## config.mk

```make
export PLATFORM = sky130hd
export DESIGN_NAME = fe_pred_stage
export DESIGN_NICKNAME = d
export VERILOG_FILES = /design/src/rtl/fe_pred_stage.sv
export SDC_FILE = /design/constraint.sdc
export NUM_CORES = 1
export LEC_CHECK = 0
export ABC_CLOCK_PERIOD_IN_PS = 11000
export BUFFER_PORTS_ARGS = -buffer_cell sky130_fd_sc_hd__buf_2
export CAP_MARGIN = 20
export CORE_ASPECT_RATIO = 0.6
export CORE_UTILIZATION = 50
export CTS_BUF_LIST = sky130_fd_sc_hd__clkbuf_16
export CTS_CLUSTER_SIZE = 12
export DETAILED_ROUTE_END_ITERATION = 8
export PLACE_DENSITY_LB_ADDON = 0.1
export RECOVER_POWER = 100
export SLEW_MARGIN = 5
export SYNTH_ARGS = -nofsm -noshare
export SYNTH_HDL_FRONTEND = slang
export SYNTH_SLANG_ARGS = --single-unit
```

## constraint.sdc

```tcl
create_clock -name clk -period 11 [get_ports clk]
set_clock_uncertainty 0.2 [all_clocks]
set_input_delay 0.55 -clock clk [delete_from_list [all_inputs] [get_ports clk]]
set_output_delay 0.55 -clock clk [all_outputs]
set_load 0.05 [all_outputs]
```

## src/rtl/fe_pred_stage.sv

```systemverilog
// Fetch stage with a direct-mapped branch target buffer.
// Holds the PC, looks it up in the BTB to predict the next PC, and
// registers the fetched instruction into the FE latch for decode.
// Handshake: fe_valid qualifies the FE latch contents. de_stall is the
// backpressure from decode: while it is high the PC and the whole latch
// hold. agex_mispred flushes (fe_valid drops) and redirects even under
// stall. BTB training from agex is independent of both.
module fe_pred_stage #(
    parameter int               DBITS        = 32,
    parameter logic [DBITS-1:0] STARTPC      = DBITS'(32'h200),
    parameter int               BTB_IDX_BITS = 4,
    parameter int               INSTSIZE     = 4
) (
    input  logic             clk,
    input  logic             reset,
    output logic [DBITS-1:0] imem_addr,
    input  logic [31:0]      imem_data,
    input  logic             de_stall,
    input  logic             agex_br_valid,
    input  logic [DBITS-1:0] agex_br_pc,
    input  logic [DBITS-1:0] agex_br_target,
    input  logic             agex_br_taken,
    input  logic             agex_mispred,
    input  logic [DBITS-1:0] agex_redirect_pc,
    output logic             fe_valid,
    output logic [31:0]      fe_inst,
    output logic [DBITS-1:0] fe_pc,
    output logic [DBITS-1:0] fe_pcplus,
    output logic             fe_pred_taken,
    output logic [DBITS-1:0] fe_pred_target,
    output logic [DBITS-1:0] fe_inst_count
);

    localparam int DEPTH = 1 << BTB_IDX_BITS;
    localparam int TAGW  = DBITS - BTB_IDX_BITS - 2;

    logic [DBITS-1:0] pc;
    logic [DBITS-1:0] inst_cnt;   // sequence number the next latched instruction gets

    // BTB storage; only the valid bits need a reset
    logic             btb_valid  [DEPTH];
    logic [TAGW-1:0]  btb_tag    [DEPTH];
    logic [DBITS-1:0] btb_target [DEPTH];
    logic [1:0]       btb_ctr    [DEPTH];

    logic [BTB_IDX_BITS-1:0] l_idx;
    logic [TAGW-1:0]         l_tag;
    logic                    l_hit;
    logic                    pred_taken;
    logic [DBITS-1:0]        pc_plus;
    logic [DBITS-1:0]        next_pc;

    logic [BTB_IDX_BITS-1:0] u_idx;
    logic [TAGW-1:0]         u_tag;
    logic                    u_hit;

    assign imem_addr = pc;
    assign l_idx     = pc[BTB_IDX_BITS+1:2];
    assign l_tag     = pc[DBITS-1:BTB_IDX_BITS+2];
    assign u_idx     = agex_br_pc[BTB_IDX_BITS+1:2];
    assign u_tag     = agex_br_pc[DBITS-1:BTB_IDX_BITS+2];

    // Lookup reads the arrays before this cycle's update lands, so a
    // same-index update only becomes visible on the following cycle.
    always_comb begin
        l_hit      = btb_valid[l_idx] && (btb_tag[l_idx] == l_tag);
        pred_taken = l_hit && btb_ctr[l_idx][1];
        pc_plus    = pc + DBITS'(INSTSIZE);
        next_pc    = pred_taken ? btb_target[l_idx] : pc_plus;
    end

    // Hit check for the resolved branch reported by agex
    always_comb begin
        u_hit = btb_valid[u_idx] && (btb_tag[u_idx] == u_tag);
    end

    // PC register and FE latch: reset > mispredict flush > stall hold > advance
    always_ff @(posedge clk) begin
        if (reset) begin
            pc             <= STARTPC;
            fe_valid       <= 1'b0;
            fe_inst        <= '0;
            fe_pc          <= '0;
            fe_pcplus      <= '0;
            fe_pred_taken  <= 1'b0;
            fe_pred_target <= '0;
            fe_inst_count  <= DBITS'(1);
            inst_cnt       <= DBITS'(1);
        end else if (agex_mispred) begin
            pc       <= agex_redirect_pc;
            fe_valid <= 1'b0;
        end else if (!de_stall) begin
            pc             <= next_pc;
            fe_valid       <= 1'b1;
            fe_inst        <= imem_data;
            fe_pc          <= pc;
            fe_pcplus      <= pc_plus;
            fe_pred_taken  <= pred_taken;
            fe_pred_target <= next_pc;
            fe_inst_count  <= inst_cnt;
            inst_cnt       <= inst_cnt + DBITS'(1);
        end
    end

    // BTB valid bits: cleared on reset, set when a taken branch allocates
    always_ff @(posedge clk) begin
        if (reset) begin
            for (int i = 0; i < DEPTH; i++) btb_valid[i] <= 1'b0;
        end else if (agex_br_valid && !u_hit && agex_br_taken) begin
            btb_valid[u_idx] <= 1'b1;
        end
    end

    // BTB payload: counter training and target refresh on hit, allocation on taken miss
    always_ff @(posedge clk) begin
        if (!reset && agex_br_valid) begin
            if (u_hit) begin
                if (agex_br_taken) begin
                    btb_target[u_idx] <= agex_br_target;
                    if (btb_ctr[u_idx] != 2'b11) btb_ctr[u_idx] <= btb_ctr[u_idx] + 2'd1;
                end else if (btb_ctr[u_idx] != 2'b00) begin
                    btb_ctr[u_idx] <= btb_ctr[u_idx] - 2'd1;
                end
            end else if (agex_br_taken) begin
                btb_tag[u_idx]    <= u_tag;
                btb_target[u_idx] <= agex_br_target;
                btb_ctr[u_idx]    <= 2'b10;
            end
        end
    end

endmodule

```

; Yosys cells after proc, flatten, opt, wreduce, memory -nomap -nowiden
; Memories as Yosys holds them, arrays and structs flattened. A register that Yosys moved wholly into a read port is not among the register bits.
; Cells that the tools add are included.
[word_totals]
ram_bits = 976
ff_bits = 226
mem_bits_ro = 0
n_memories = 4
latchBits = 0
out_inout_bits = 194
[op_classes]
mux = 39
shifts = 0
order_cmp = 0
n_eq_ne = 4
bitwise_logic = 5
multipliers = 0
n_addsub = 4
div = 0
reduce_logical = 12
[mem_list]
columns = memory, words, word_bits, rd, rd_ports_with_merged_regs, wr, line
row1 = btb_target, 16, 32, 1, 1, 1, 43  ; logic [DBITS-1:0] btb_target [DEPTH];
row2 = btb_tag, 16, 26, 2, 1, 1, 42  ; logic [TAGW-1:0] btb_tag [DEPTH];
row3 = btb_ctr, 16, 2, 2, 1, 1, 44  ; logic [1:0] btb_ctr [DEPTH];
row4 = btb_valid, 16, 1, 2, 1, 16, 41  ; logic btb_valid [DEPTH];
[op_table]
columns = op, n
row1 = $mux W32, 4
row2 = $eq A26 B26 Y1, 2
row3 = $mux W4, 9
row4 = $add A32 B1 Y32 const B, 1
row5 = $add A32 B3 Y32 const B, 1
row6 = $mux W1, 24
row7 = $logic_and A1 B1 Y1, 6
row8 = $mux W2, 2
row9 = $or A1 B1 Y1, 3
row10 = $add A2 B1 Y2 const B, 1
row11 = $logic_not A1 Y1, 2
row12 = $ne A2 B1 Y1 const B, 1
row13 = $ne A2 B2 Y1 const B, 1
row14 = $not A1 Y1, 2
row15 = $reduce_and A2 Y1, 1
row16 = $reduce_bool A2 Y1, 1
row17 = $reduce_or A2 Y1, 1
row18 = $sub A2 B1 Y2 const B, 1
row19 = $reduce_or A1 Y1, 1

; Depth between registers and ports, before layout
; Gate-level depths: netlist (run 1).
; An unclocked memory read counts as a cell.
[depth]
ltp_word = 11
depth_mapped = 14
depth_no_buf = 9

; Worst setup path before layout (run 1)
; No wires, ideal clock.
[synth_path]
kind = input port to flip-flop
from = input agex_br_pc[3]
to = memory btb_tag[10][0] (netlist name), enable pin
setup_ns = 0.444
arrival_time_ns = 4.701
path_slack_ns = 5.655
path_stages = 11
t_required_ns = 10.356
path_buffers = 4
path_cell_list = buf_2 -> buf_2 -> clkbuf_1 -> mux4_2 -> mux4_2 -> xnor2_1 -> nand2_1 -> nor4_1 -> and3_1 -> buf_2 -> nor3_1
[synth_between]
elab_chain_cells = 6
elab_cells_between_ends = 7
cone_classes = eq/ne (1) / mux (3) / reduce/logical (1) / memory (2)
[synth_rtl]
columns = element, line
row1 = start: declaration, 20  ; input logic [DBITS-1:0] agex_br_pc,
row2 = $mem_v2 Z16 W26, n/a
row3 = $eq A26 B26 Y1, 74  ; u_hit = btb_valid[u_idx] && (btb_tag[u_idx] == u_tag);
row4 = $logic_and A1 B1 Y1, 74
row5 = $mux W1, 117  ; if (u_hit) begin
row6 = $mux W1, 116  ; if (!reset && agex_br_valid) begin
row7 = $mux W1 (not written as such), 125  ; btb_tag[u_idx] <= u_tag;
row8 = end: declaration, 42
; Several ways; a longest one is shown, not always the timed one.

; Final worst setup path (run 1)
[layout_path]
from = input agex_br_pc[3]
to = memory btb_tag[1][0] (netlist name), enable pin
; Same word-level chain as after synthesis.

==> results of run 1 <==
==> cells in the final DEF (no fill, tap or decap), types with 7 or more instances in the layout <==
cell type / synthesis / final
nand4_1: 17 / 17
nand2_1: 264 / 265
xor2_1: 45 / 45
o221ai_1: 9 / 10
clkbuf_1: 107 / 273
xnor2_1: 59 / 59
dfxtp_1: 244 / 240
o21ai_0: 26 / 45
clkinv_1: 2 / 13
nor2b_1: 11 / 10
nand3_1: 47 / 47
nor3_1: 41 / 41
a22oi_1: 40 / 40
buf_2: 64 / 69
nand2b_1: 14 / 14
nor2_4: 0 / 20
mux4_2: 373 / 373
a21oi_1: 121 / 121
edfxtp_1: 960 / 960
nor2_1: 166 / 145
mux2_2: 9 / 8
and3_1: 20 / 20
a211oi_1: 39 / 39
o21ai_1: 27 / 8
o22a_1: 7 / 7
inv_1: 17 / 74
mux2i_1: 130 / 130
a21o_1: 16 / 16
buf_4: 16 / 49
dlygate4sd3_1: 0 / 116
nor4_1: 5 / 7
clkbuf_16: 0 / 116
==> metal layers <==
layer	global-route usage, %	routed length [um]	share of wire (%)	vias up
met5	0	10	0.0069	-
met4	9.16	4810	3.3	2
met3	6.46	14700	10	240
met2	42.5	65100	45	1628
met1	41.4	60500	42	15800
li1	-	-	-	12700
==> final cells by class <==
class | instances | share of cell area, %
Clock inverter | 83 | 0.713
Antenna cell | 3 | 0.0130
Multi-Input combinational cell | 1570 | 27.5
Timing Repair Buffer | 511 | 5.15
Inverter | 19 | 0.126
Clock buffer | 116 | 5.05
Tap cell | 1319 | 2.87
Sequential cell | 1204 | 58.6
==> tightest hold or removal path: cells and delay by family <==
| family | cells | cell delay (ns) |
|---|---|---|
| AO/OA/AOI/OAI | 3 | 0.33 |
| buffers and inverters | 1 | 0.10 |
==> logic make-up after synthesis <==
| logic type | count (synthesis) |
|---|---|
| buf+inv | 233 |
| simple gates | 614 |
| compound gates | 338 |
| mux | 512 |
| flops | 1204 |
| fa+ha+maj | 2 |
| xor+xnor | 104 |
==> worst min path at each step <==
stage | slack (ns) | from | end | cells past startpoint
4_1_cts | 0.003 | agex_br_pc[14] | btb_tag[6][8] | 1
3_5_place_dp | 0.24 | fe_pc[6] | fe_pc[6] | 2
2_1_floorplan | 0.24 | inst_cnt[31] | fe_inst_count[31] | 2
3_3_place_gp | 0.24 | fe_valid | fe_valid | 2
6_report | 0.09 | agex_redirect_pc[5] | flip-flop | 4
5_1_grt | 0.09 | agex_redirect_pc[5] | flip-flop | 4
==> sequential cells by signal (all words and copies together) (netlist names), 16 cells and up, named ones only <==
| signal | count |
|---|---|
| fe_inst_count | 32 |
| fe_pred_target | 32 |
| fe_pc | 32 |
| fe_inst | 32 |
| imem_addr | 32 |
| btb_ctr | 32 |
| btb_tag | 416 |
| btb_valid | 16 |
| inst_cnt | 32 |
| fe_pcplus | 30 |
| btb_target | 512 |
==> stage by stage <==
step                worst slack (ns)  std cells  hold WS, ns  area (um^2)  total power [mW]
floorplan                       5.65       3007        0.237        50500              5.68
global placement                4.87       4504        0.238        53500              5.97
detailed placement              4.71       4504        0.245        53500              5.99
CTS                             5.31       4819      0.00268        58000              9.57
global route                    2.56       4823       0.0940        57500              9.81
finish                          2.78       4825       0.0876        57500              9.52
==> what timing repair did <==
item | 4_1_cts | 5_1_grt
hold buffers | 116 | 0
endpoints found under the setup margin | 0 | 0
endpoints found under the hold margin | 876 | 0
==> power by group <==
group | total [mW] | leakage, nW | internal, mW | switching (mW)
clock network | 3.59 | 1.83 | 1.89 | 1.70
logic | 0.895 | 6.17 | 0.334 | 0.561
registers | 5.03 | 10.6 | 4.97 | 0.0617
total | 9.52 | 18.6 | 7.20 | 2.32
==> out/metrics.cfg, run 1 <==
[run_status]
status = finished, violations left
violations = capacitance limit, slew limit

[detailed_routing]
drc = 0
avgViaCountPerCell = 6.29
drt_iter0_markers = 3628
wire_per_inst_um = 30.1
dr.pass1.iters = 6
drt_wl_total_mm = 145
antenna_left = 0
vias = 30400

[sta]
period_share_pct = 74.7
setup_viol = 0
fmax_mhz = 122
min_period_ns = 8.22
tns_ns = 0
rsz0062_at_grt = no
worst_slew_pin_slew_ns = 4.78
hold_violations = 0
drv_slew = 817
relSlewSlack_pct = -218

[synthesis]
synth_xor_area_share_pct = 1.80
synth_common_cells = 960 x edfxtp_1, 373 x mux4_2, 264 x nand2_1, 244 x dfxtp_1, 166 x nor2_1
yosys_most_used_dff = edfxtp_1
syn-cell-area_um2 = 50500
synthSimpleGateAreaFrac_pct = 5.42
async_flop_share_pct = 0
synth_fp_nets = 3143
yosys_warnings = 0
muxShareOfSynthArea_pct = 19.4
synthCells = 3007
seq_area_frac_synth_pct = 66.8
synth_top_family_by_area = multiplexers
synth_edf_count = 960
yosys.cell_types.count = 71
synth-compound-area-share_pct = 4.34
yosys-top-cells-area = edfxtp_1 57%, mux4_2 17%, dfxtp_1 9.7%, mux2i_1 2.6%, nand2_1 2.0%
yosys.area.top_type = edfxtp_1
ys_seq_elements = 1204
yosysMostFrequentCell = edfxtp_1
synth_top_area_share_pct = 57.1
syn_avg_cell_area_um2 = 16.8
synth_adder_area_share_pct = 0.0496

[worst_setup_path]
slowest_delay_ns = 2.79
crit_buf_inv = 4
crit_family = buffers and inverters
crit_path_end_kind = flip-flop
worst_path_most_repeated_cell = buf_4
cp-startpoint = agex_br_pc[3]
r2r_slack_ns = 3.39
crit_path_top_delay_cell = clkbuf_1
crit_path_end = btb_tag[1][0]
worst-path-max-fanout = 56
setup.worst_path.class = input pin to flip-flop
required_ns = 11.21
reg2reg_depth = 12
r2r_end = fe_pred_target[12]
cp_data_arrival_time_ns = 8.43
start_kind = input pin
crit_cells = 13
path_cells = buf_4 > buf_4 > clkbuf_1 > mux4_2 > mux2i_1 > xnor2_1 > o21ai_0 > o221ai_1 > nor4_1 > nand2_1 > nand3_1 > nor2_4 > buf_4

[final_layout]
syn_to_final_growth_pct = 14.0
layout.nets = 3557
postLayoutCoreUtil_pct = 58.1
num-fill-cells = 7657
drive_gt1_share_pct = 19.2
multi_input_area_um2 = 15800
register_area_um2 = 33700

[clocking]
clk_latency_ns = 0.76
cts_setup_buffers = 0
clock_path_buffers = 3
cts_buffers = 115
clock_sinks = 1204
post_cts_resized = 0
htreeDepth = 3
cts_tree = yes
root_buffer = clkbuf_16
path_clk_slew_ns = 0.06

[min_path]
hp-class = input pin to flip-flop

[global_route]
grt_max_degree = 147
grt_pass1_vias = 29800
antenna_found_initial = 2
overflow = 0
grt_pass1_wl_mm = 208
grtUsageTotal_pct = 28.4

[run]
maxCapViolCount = 21

[floorplanning]
io_pins = 328
rows = 89
fp.dieW_um = 412
core_um2 = 99100
die-area_um2 = 102000
start_util_pct = 50.9
fp.dieH_um = 248

[place]
io_buffers = 325
hpwl_mm = 87.4
gp_congestion = 0.881

[power]
leakage_nw = 18.6
vdd_ir_drop_max_v = 0.000129
powerDensity_nw_per_um2 = 166

Power figures use the tool's default switching activity.
==> inputs of run 2 (changes only) <==
--- a/config.mk
+++ b/config.mk
@@ -5,7 +5,7 @@
 export SDC_FILE = /design/constraint.sdc
 export NUM_CORES = 1
 export LEC_CHECK = 0
-export ABC_CLOCK_PERIOD_IN_PS = 11000
+export ABC_CLOCK_PERIOD_IN_PS = 7800
 export BUFFER_PORTS_ARGS = -buffer_cell sky130_fd_sc_hd__buf_2
 export CAP_MARGIN = 20
 export CORE_ASPECT_RATIO = 0.6
==> constraint.sdc (replaced) <==
create_clock -name clk -period 7.8 [get_ports clk]
set_clock_uncertainty 0.2 [all_clocks]
set_input_delay 0.39 -clock clk [delete_from_list [all_inputs] [get_ports clk]]
set_output_delay 0.39 -clock clk [all_outputs]
set_load 0.05 [all_outputs]
==> run 2 against run 1 <==
Against the previous run:
- count of clock-buffer cells in the layout is 1 lower
- critical path depth is 2 lower
- flip-flop and latch count stayed put
- die area stayed put
- the run still ends with capacitance limit, slew limit left
- sequential power is 41% higher
- register-to-register slack worse by 2.0 ns
- non-clock buffer count is 11 higher
- worst setup slack worse by 1.4 ns
- cell area hardly changed
- clock power is 40% higher
- highest routed layer unchanged
- cell count is 0.17% higher
==> out/metrics.cfg, run 2 (synthesized netlist as in run 1, its figures left out) <==
[clocking]
htreeDepth = 3  ; unchanged
clock_sinks = 1204  ; unchanged
cts_buffers = 114  ; -0.87%
path_clk_slew_ns = 0.06  ; about the same
clk_latency_ns = 0.73  ; -0.03 ns
cts_tree = yes
clock_path_buffers = 3  ; unchanged
root_buffer = clkbuf_16

[final_layout]
regMostFlops = btb_target
top_regs = btb_target: 512 flops, btb_tag: 416 flops
syn_to_final_growth_pct = 14.1  ; about the same
fin_area_um2 = 57600  ; about the same
layout_common_cells = 960 x edfxtp_1, 373 x mux4_2, 276 x clkbuf_1
drive_gt1_share_pct = 19.1  ; -0.10 points
stdcell_count = 4833  ; +0.17%
layout_commonest_cell = edfxtp_1
layout.nets = 3567  ; +0.28%
largest_reg_flops = 512  ; unchanged

[floorplanning]
core_um2 = 99100  ; unchanged
rows = 89  ; unchanged
start_util_pct = 50.9  ; unchanged
fp.dieH_um = 248  ; unchanged
io_pins = 328  ; unchanged
die-area_um2 = 102000  ; unchanged
fp.dieW_um = 412  ; unchanged

[min_path]
hp-start = agex_mispred
holdPathEnd = imem_addr[30]
whs_path_depth = 3  ; -1
hp-class = input pin to flip-flop

[detailed_routing]
antenna_left = 0  ; unchanged
vias = 30200  ; -0.51%
avgViaCountPerCell = 6.25  ; -0.68%
wire_per_inst_um = 29.8  ; -0.85%
drc = 0  ; unchanged
dr.pass1.iters = 6  ; unchanged
drt_iter0_markers = 3625  ; -0.083%
drt_wl_total_mm = 144  ; -0.68%

[power]
powerDensity_nw_per_um2 = 232  ; +40%
leakage_nw = 18.7  ; +0.12%
vdd_ir_drop_max_v = 0.000198  ; +54%
power.total_mw = 13.4  ; +40%

[worst_setup_path]
worst_path_most_repeated_cell = mux2i_1
worst-path-max-fanout = 91  ; +63%
start_kind = flip-flop
r2r_end = fe_pred_target[19]
crit_path_end_kind = flip-flop
crit_path_top_delay_cell = dfxtp_1
setup.worst_path.class = flip-flop to flip-flop
r2r_slack_ns = 1.35  ; -2.04 ns
reg2reg_depth = 11  ; -1
path_cells = buf_12 > mux4_2 > mux2i_1 > xnor2_1 > o21ai_1 > nand3_1 > nor4_2 > nand3_2 > buf_4 > mux2i_1 > a211oi_1
required_ns = 7.99  ; -3.22 ns
slowest_delay_ns = 1.29  ; -1.50 ns
cp_data_arrival_time_ns = 6.64  ; -1.79 ns

[global_route]
grt_max_degree = 121  ; -18%
grt_pass1_wl_mm = 207  ; -0.38%
grtUsageTotal_pct = 28.3  ; -0.040 points
overflow = 0  ; unchanged
antenna_found_initial = 5  ; +3
grt_pass1_vias = 30100  ; +1.0%

[place]
dp_cells = 4506  ; +0.044%
gp_congestion = 0.877  ; -0.48%
placed_area_um2 = 53500  ; about the same
io_buffers = 325  ; unchanged
hpwl_mm = 88.8  ; +1.6%

[sta]
rsz0062_at_grt = no
hold_violations = 0  ; unchanged
relSlewSlack_pct = -182  ; +36 points
worst_slew_pin_slew_ns = 4.24  ; -0.540 ns
min_period_ns = 6.45
tns_ns = 0  ; unchanged
fmax_mhz = 155
drv_slew = 949  ; +16%
setup_viol = 0  ; unchanged
period_share_pct = 82.7

[run_status]
status = finished, violations left
violations = capacitance limit, slew limit

[run]
maxCapViolCount = 24  ; +14%

==> run 2: layout make-up <==
cell class,count,area [um^2]
antenna,3,7.51
clock buffer,115,2880
clock inverter,81,403
fill,7672,41500
inverter,19,72.6
multi-input combinational,1570,15800
sequential,1204,33700
tap,1319,1650
timing repair buffer,522,3050
==> run 2: what timing repair did <==
action	4_1_cts	5_1_grt
resized for setup	0	0
hold endpoints to repair	1000	0
endpoints found under the setup margin	0	0
setup buffers	0	0
hold buffers	124	0
==> run 2: power by group <==
part / switching, mW / leakage [nW] / internal (mW) / total [mW]
registers: 0.102 / 10.6 / 7.01 / 7.11
logic: 0.777 / 6.20 / 0.473 / 1.25
clock network: 2.36 / 1.83 / 2.65 / 5.01
==> run 2: worst max-delay path by stage <==
stage                                     to           from  cells past startpoint  slack, ns
after global routing           btb_ctr[7][1]  agex_br_pc[2]                     10       0.91
after global placement       btb_tag[14][12]  agex_br_pc[2]                     11       2.06
after detailed placement      btb_tag[14][3]  agex_br_pc[2]                     11       2.09
after floorplan               btb_tag[10][0]  agex_br_pc[3]                     11       2.61
after CTS                       imem_addr[9]      flip-flop                     11       2.23
final                     fe_pred_target[19]      flip-flop                     11       1.35
==> run 2: critical path: cells and delay by family (launching register included) <==
family	cells	cell delay (ns)
compound gates	2	0.36
buf+inv	2	1.05
simple gates	3	1.43
flops	1	1.29
xor+xnor	1	0.13
mux	3	1.35
==> run 2: per-stage QoR <==
stage | hold slack [ns] | setup WS (ns) | utilization, %
final | 0.0660 | 1.35 | 58.1
after global routing | 0.0595 | 0.911 | 58.1
after CTS | 0.0110 | 2.23 | 58.6
after detailed placement | 0.244 | 2.09 | 54.0
after global placement | 0.238 | 2.06 | 54.0
after floorplan | 0.237 | 2.61 | -
==> run 2: layer usage <==
metal,track usage [%],share of wire [%],vias up
met3,6.66,10,217
li1,-,-,12800
met2,42.9,45,1530
met4,8.44,2.9,2
met1,41.0,42,15700
met5,0,0.0049,-
